$ cat config.mk
export PLATFORM = sky130hd
export DESIGN_NAME = dac_frame_tx
export DESIGN_NICKNAME = d
export VERILOG_FILES = /design/src/rtl/dac_frame_tx.sv
export SDC_FILE = /design/constraint.sdc
export NUM_CORES = 1
export LEC_CHECK = 0
export BUFFER_PORTS_ARGS = -buffer_cell sky130_fd_sc_hd__buf_2
export CELL_PAD_IN_SITES_DETAIL_PLACEMENT = 2
export CELL_PAD_IN_SITES_GLOBAL_PLACEMENT = 2
export CORE_MARGIN = 1
export CORE_UTILIZATION = 40
export CTS_BUF_LIST = sky130_fd_sc_hd__clkbuf_4
export DETAILED_ROUTE_END_ITERATION = 6
export PLACE_DENSITY = 0.91
export SYNTH_ARGS = -nofsm -noshare
export SYNTH_HDL_FRONTEND = slang
export SYNTH_SLANG_ARGS = --single-unit
$ cat constraint.sdc
create_clock -name clk -period 4.7 [get_ports clk]
set_input_delay 0.705 -clock clk [delete_from_list [all_inputs] [get_ports clk]]
set_output_delay 0.705 -clock clk [all_outputs]
set_load 0.03 [all_outputs]
$ cat src/rtl/dac_frame_tx.sv
// rtl/dac_frame_tx.sv - flow-controlled 16-bit serial DAC frame transmitter
// One-entry holding register feeds a SETUP/SHIFT/GAP serializer driving din/sync/sclk.
module dac_frame_tx #(
  parameter int unsigned CLK_DIV   = 2,
  parameter int unsigned GAP_TICKS = 2
) (
  input  logic       clk,
  input  logic       aaa,
  input  logic       sample_valid,
  input  logic [7:0] sample_data,
  input  logic [1:0] pd_mode,
  output logic       sample_ready,
  output logic       busy,
  output logic       frame_done,
  output logic       din,
  output logic       sync,
  output logic       sclk
);

  typedef enum logic [1:0] {ST_IDLE, ST_SETUP, ST_SHIFT, ST_GAP} state_t;

  localparam logic [7:0] DIV_LAST = 8'(CLK_DIV - 1);
  localparam logic [3:0] GAP_LAST = 4'(GAP_TICKS - 1);

  state_t      state_q;
  logic [7:0]  div_q;
  logic [4:0]  bit_cnt_q;
  logic [3:0]  gap_cnt_q;
  logic [14:0] shift_q;
  logic [9:0]  hold_q;
  logic        full_q, full_d;
  logic        ready_q, busy_q, frame_done_q, din_q, sync_q, sclk_q;
  logic        tick, accept, load;
  logic [15:0] frame_w;

  assign tick    = (div_q == DIV_LAST);
  assign accept  = sample_valid & ready_q;
  assign load    = (state_q == ST_IDLE) & full_q;
  assign frame_w = {2'b00, hold_q, 4'b0000};

  // A same-edge accept and load keeps full set: the shifter takes the old entry.
  always_comb begin
    full_d = full_q;
    if (accept)    full_d = 1'b1;
    else if (load) full_d = 1'b0;
  end

  always_ff @(posedge clk) begin
    if (!aaa) begin
      state_q      <= ST_IDLE;
      div_q        <= '0;
      bit_cnt_q    <= '0;
      gap_cnt_q    <= '0;
      shift_q      <= '0;
      hold_q       <= '0;
      full_q       <= 1'b0;
      ready_q      <= 1'b1;
      busy_q       <= 1'b0;
      frame_done_q <= 1'b0;
      din_q        <= 1'b0;
      sync_q       <= 1'b1;
      sclk_q       <= 1'b1;
    end else begin
      full_q       <= full_d;
      ready_q      <= ~full_d;
      frame_done_q <= 1'b0;
      if (accept) hold_q <= {pd_mode, sample_data};
      div_q <= tick ? 8'd0 : div_q + 8'd1;
      case (state_q)
        ST_IDLE: begin
          div_q <= '0;
          if (full_q) begin
            shift_q   <= frame_w[14:0];
            din_q     <= frame_w[15];
            sync_q    <= 1'b0;
            bit_cnt_q <= '0;
            busy_q    <= 1'b1;
            state_q   <= ST_SETUP;
          end
        end
        ST_SETUP: begin
          if (tick) begin
            div_q   <= '0;
            state_q <= ST_SHIFT;
          end
        end
        ST_SHIFT: begin
          if (tick) begin
            if (sclk_q) begin
              sclk_q    <= 1'b0;
              bit_cnt_q <= bit_cnt_q + 5'd1;
            end else begin
              sclk_q <= 1'b1;
              if (bit_cnt_q < 5'd16) begin
                din_q   <= shift_q[14];
                shift_q <= {shift_q[13:0], 1'b0};
              end else begin
                sync_q       <= 1'b1;
                din_q        <= 1'b0;
                frame_done_q <= 1'b1;
                gap_cnt_q    <= '0;
                div_q        <= '0;
                state_q      <= ST_GAP;
              end
            end
          end
        end
        ST_GAP: begin
          if (tick) begin
            if (gap_cnt_q == GAP_LAST) begin
              div_q   <= '0;
              busy_q  <= 1'b0;
              state_q <= ST_IDLE;
            end else begin
              gap_cnt_q <= gap_cnt_q + 4'd1;
            end
          end
        end
        default: state_q <= ST_IDLE;
      endcase
    end
  end

  assign sample_ready = ready_q;
  assign busy         = busy_q;
  assign frame_done   = frame_done_q;
  assign din          = din_q;
  assign sync         = sync_q;
  assign sclk         = sclk_q;

endmodule
# After elaboration in Yosys (flattened, before gate mapping)
# Cells that the tools add are included.
# word_totals
regBits	51
word_cells	99
output_inout_bits	6
# classes
add_sub_neg	3
eq_ne	15
order_cmp	1
bitwise_logic	6
n_reduce_logical	13
mux	48
# ops
operator	count
$mux 15	4
$mux 8	7
$pmux 8 s4	1
$pmux 15 s2	1
$mux 4	5
$ne 2x2->1 const B	10
$mux 5	3
$mux 1	14
$mux 2	7
$reduce_and 4->1	3
$pmux 5 s2	1
$reduce_and 5->1	2
$add 8x1->8 const B	1
$eq 8x1->1 const B	1
$pmux 2 s4	1
$pmux 4 s2	1
$reduce_and 7->1	1
$pmux 1 s2	3
$reduce_and 6->1	1
$reduce_bool 2->1	3
$add 5x1->5 const B	1
$lt 5x5->1 const B	1
$add 4x1->4 const B	1
$eq 2x2->1 const B	2
7 further kinds	11

# Longest topological paths before layout
# logic_depth
ltp_word	6
ltp_mapped	8

# Worst setup path before layout
# OpenSTA, ideal clock, no wires.
# synth_path
path_kind	register to register
startpoint	reg div_q[0]
endpoint	reg shift_q[14]
stages_incl_launch_ff	7
period_less_slack_ps	2021
arrival_time_ps	1899
setup_ps	122
required_ps	4578
slack_ps	2679
path_cell_list	dfxtp_1 ha_1 or3b_2 o41ai_4 and2_4 buf_6 o21ai_0
# synth_between
elab_chain_cells	3
# synth_rtl
element	line_no	rtl
start: declaration	26	logic [7:0] div_q;
start signal: assignment	68	div_q <= tick ? 8'd0 : div_q + 8'd1;
$eq 8x1->1	36	assign tick = (div_q == DIV_LAST);
$ne 2x2->1 (no line)	-	
$reduce_and 5->1 (no line)	-	
end signal: assignment	73	shift_q <= frame_w[14:0];
end signal: assignment	96	shift_q <= {shift_q[13:0], 1'b0};
end: declaration	29	logic [14:0] shift_q;
# No other way between the ends.
# A chain may end at the register's enable or synchronous reset.

# Final worst setup path
# layout_path
startpoint	reg state_q[0]
endpoint	reg gap_cnt_q[2]
# layout_between
elab_chain_cells	3
word_cells_on_any_way	10
cone_classes	7 x eq/ne; 1 x mux; 2 x reduce/logical
# layout_rtl
element	line_no	rtl
start: declaration	25	state_t state_q;
start signal: assignment	50	state_q <= ST_IDLE;
start signal: assignment	78	state_q <= ST_SETUP;
start signal: assignment	84	state_q <= ST_SHIFT;
$eq 2x2->1	69	case (state_q)
$ne 2x2->1 (no line) / $reduce_bool 2->1 (equally long branches)	-	
$reduce_and 6->1 (no line)	-	
end signal: assignment	115	gap_cnt_q <= gap_cnt_q + 4'd1;
end: declaration	28	logic [3:0] gap_cnt_q;
# Several ways; a longest one is shown, not always the timed one.

==> results.py <==
metrics = {
    "routing": {
        "via_per_inst": 5.54,
        "route.antenna.remaining_nets": 0,
        "remaining_drc_errors": 0,
        "total_via_count_after_detailed_routing": 1828,
        "wire_per_inst_um": 17.8,
        "routed_wl_um": 5880,
        "detail_route.first_pass.iterations": 4,
        "drtIter0Drc": 68,
    },
    "sta": {
        "timing.fmax_mhz": 379,
        "finalSetupTns_ns": 0,
        "final.hold.worst_slack_ns": 0.479,
        "final.period_utilization_pct": 56.2,
        "fin_crit_ns": 2.64,
        "relSlewSlack_pct": 42.7,
        "finalHoldViolCount": 0,
        "drv_slew": 0,
        "setup_repair_after_global_routing_missed_its_margin": "false",
        "skew_ns": 0.0109,
        "report.final.setup_viol": 0,
        "max_slew.worst_pin.slew_ns": 0.860,
    },
    "floorplanning": {
        "die_x_um": 76.7,
        "start_util_pct": 42.6,
        "io-pin-count": 19,
        "fp.coreArea_sq_um": 5240,
        "die-height_um": 76.7,
        "placement_rows": 26,
        "dieArea_sq_um": 5880,
    },
    "global_routing": {
        "via_count_of_the_first_global_routing_pass": 2045,
        "met1_usage_grt_pct": 27.2,
        "grt_most_used_layer": "met2",
        "global_route_wire_length_before_repair_um": 10300,
        "grt_antenna_before_repair": 0,
        "use_met3_pct": 3.21,
        "met2_layer_usage_reported_by_global_route_pct": 38.8,
        "track_usage_pct": 21.9,
        "grt_start_max_net_pins": 42,
        "globalRouteOverflowTotal": 0,
    },
    "cts": {
        "cts_hold_buffers": 0,
        "clock_path_buffers": 2,
        "worst_setup_hold_path_clk_slew_ns": 0.13,
        "tritoncts": "built",
        "post_cts.resized_instances": 0,
        "cts-htree-levels": 2,
        "insertion_delay_of_the_later_clocked_pin_in_the_worst_skew_pair_ns": 0.36,
        "root_buffer": "sky130_fd_sc_hd__clkbuf_4",
        "cts-buffers-inserted": 5,
        "cts_num_sinks": 47,
        "cts_post_setup_buffers_inserted": 0,
    },
    "yosys": {
        "syn-mean-instance-area_sq_um": 9.14,
        "number_of_flops_mapped_to_enable_cells_by_yosys": 0,
        "synth_top_cells_by_area": "sky130_fd_sc_hd__dfxtp_1 (42%), sky130_fd_sc_hd__nand2_1 (5.6%), sky130_fd_sc_hd__a21boi_0 (5.0%), sky130_fd_sc_hd__ha_1 (5.0%), sky130_fd_sc_hd__mux2i_1 (4.9%)",
        "ys_seq_elements": 47,
        "yosys_warnings": 0,
        "yosys.area.top_type": "sky130_fd_sc_hd__dfxtp_1",
        "synth_fp_nets": 266,
        "synth.lib_cells_used.distinct": 41,
        "synthesis.instances": 244,
        "portion_of_synthesized_cell_area_occupied_by_the_leading_cell_type_pct": 42.2,
        "ys_seq_area_share_pct": 42.2,
        "synth_area_sq_um": 2230,
        "synth_ff_type": "sky130_fd_sc_hd__dfxtp_1",
        "postSynth.asyncResetShare_pct": 0,
    },
    "placed_design": {
        "placed_cells": 322,
        "dpl_cell_area_sq_um": 2360,
        "dp_hpwl_um": 4240,
        "finalWeightedCongestion": 0.720,
        "io_buffers": 18,
    },
    "critical_path": {
        "setup.worst_path.end_class": "register",
        "cp_max_fo": 20,
        "critical-path-max-stage-delay_ns": 0.74,
        "timing.critical_path.cells": "inv_1 > ha_1 > and3b_1 > o211ai_1 > or4_1 > a21boi_0",
        "timing_worst_setup_path_type": "reg2reg",
        "worst-endpoint-required_ns": 4.99,
        "cp_slowest_cell": "sky130_fd_sc_hd__ha_1",
        "critical_path_arrival_ns": 2.93,
        "crit_start_category": "register",
    },
    "run": {
        "cap_violations": 0,
    },
    "run_status": {
        "status": "completed",
    },
    "min_path": {
        "min_path_type": "reg2reg",
    },
    "finish": {
        "post_route_cells_drive_above_1_share_pct": 12.7,
        "insertedDiodeCount": 0,
        "mostFrequentLayoutCell": "sky130_fd_sc_hd__dfxtp_1",
        "areaGrowthSynthToFinish_pct": 10.7,
        "final_cell_area_excluding_filler_cells_sq_um": 2470,
        "nets": 281,
        "final-instance-count-excl-fill": 330,
        "top_library_cells_by_usage_in_the_layout_fill_and_taps_aside": "sky130_fd_sc_hd__dfxtp_1 (47), sky130_fd_sc_hd__nand2_1 (33), sky130_fd_sc_hd__buf_2 (18)",
    },
    "power": {
        "leakage_nw": 1.01,
        "vdd.ir_drop.worst_mv": 0.191,
        "totalPowerFinal_w": 0.00114,
        "power_per_cell_area_nw_per_um2": 462,
    },
}
[sequential cells by signal (all words and copies together), names as in the netlist]
signal and cells:
sync 1, bit_cnt_q 5, din 1, full_q 1
sclk 1, frame_done 1, sample_ready 1, div_q 8
gap_cnt_q 4, busy 1, state_q 2, hold_q 10
shift_q 11
[layout make-up]
cell class	instances	area, sq um
Clock buffer	6	45.0
Clock inverter	2	60.1
Fill cell	601	2770
Inverter	10	37.5
Multi-Input combinational cell	177	1210
Sequential cell	47	941
Tap cell	70	87.6
Timing Repair Buffer	18	90.1
[Yosys cell counts (3+ instances only)]
library cell	count
sky130_fd_sc_hd__dfxtp_1	47
sky130_fd_sc_hd__nand2_1	33
sky130_fd_sc_hd__a21boi_0	15
sky130_fd_sc_hd__nand3_1	14
sky130_fd_sc_hd__mux2i_1	11
sky130_fd_sc_hd__nor2_1	11
sky130_fd_sc_hd__o21ai_0	11
sky130_fd_sc_hd__inv_1	10
sky130_fd_sc_hd__clkbuf_1	9
sky130_fd_sc_hd__ha_1	9
sky130_fd_sc_hd__o211a_1	9
sky130_fd_sc_hd__or4_1	5
sky130_fd_sc_hd__a21oi_1	4
sky130_fd_sc_hd__and2_1	4
sky130_fd_sc_hd__nand2b_1	4
sky130_fd_sc_hd__nand4_1	4
sky130_fd_sc_hd__nor2b_1	4
sky130_fd_sc_hd__xnor2_1	4
sky130_fd_sc_hd__and3_1	3
sky130_fd_sc_hd__nand4b_1	3
sky130_fd_sc_hd__nor3_1	3
sky130_fd_sc_hd__or3_1	3
sky130_fd_sc_hd__xor2_1	3
[where the power goes]
group	leakage [nW]	total, W	switching, W	internal (W)
Clock	0.0559	0.000303	0.000131	0.000172
Sequential	0.383	0.000475	0.0000308	0.000444
Combinational	0.567	0.000363	0.000223	0.000140
[critical path: cells and delay by family (launching register included)]
| kind | cells | cell delay [ns] |
|---|---|---|
| and+or+nand+nor | 2 | 0.89 |
| adders and majority gates | 1 | 0.74 |
| AOI/OAI and AO/OA | 2 | 0.46 |
| DFF | 1 | 0.37 |
| buffers and inverters | 1 | 0.12 |
[worst paths after layout]
| path | start | end | slack (ns) | depth (start not counted) |
|---|---|---|---|---|
| worst max-delay path | state_q[0]$_SDFFE_PN0P_ | gap_cnt_q[2]$_SDFFE_PN0P_ | 2.06 | 6 |
| worst min-delay path | hold_q[9]$_SDFFE_PN0P_ | hold_q[9]$_SDFFE_PN0P_ | 0.48 | 2 |
| worst max register to register | state_q[0]$_SDFFE_PN0P_ | gap_cnt_q[2]$_SDFFE_PN0P_ | 2.06 | 6 |
| worst min register to register | hold_q[9]$_SDFFE_PN0P_ | hold_q[9]$_SDFFE_PN0P_ | 0.48 | 2 |
[stage by stage]
stage / utilization, % / setup slack (ns)
after floorplan: - / 2.68
after global placement: 45.1 / 2.28
after detailed placement: 45.1 / 2.15
after CTS: 47.1 / 2.07
after global routing: 47.1 / 1.86
final: 47.1 / 2.06
[kinds of logic (layout without fill, tap and decap cells)]
logic type	after synthesis	count (layout)	synth area share, %
flops	47	47	42.2
simple gates	102	102	24.5
mux	11	11	4.94
xor+xnor	7	7	2.75
compound gates	48	48	16.9
fa+ha+maj	9	9	5.05
buf+inv	20	36	3.70
[layer usage]
metal / wire [um] / part of all wire [%] / vias to the layer above
met1: 2680 / 45 / 910
li1: - / - / 894
met2: 3060 / 52 / 19
met3: 98 / 1.7 / 5
met5: 0 / 0 / -
met4: 53 / 0.90 / 0
No activity file was read; power rests on OpenSTA's default activity.
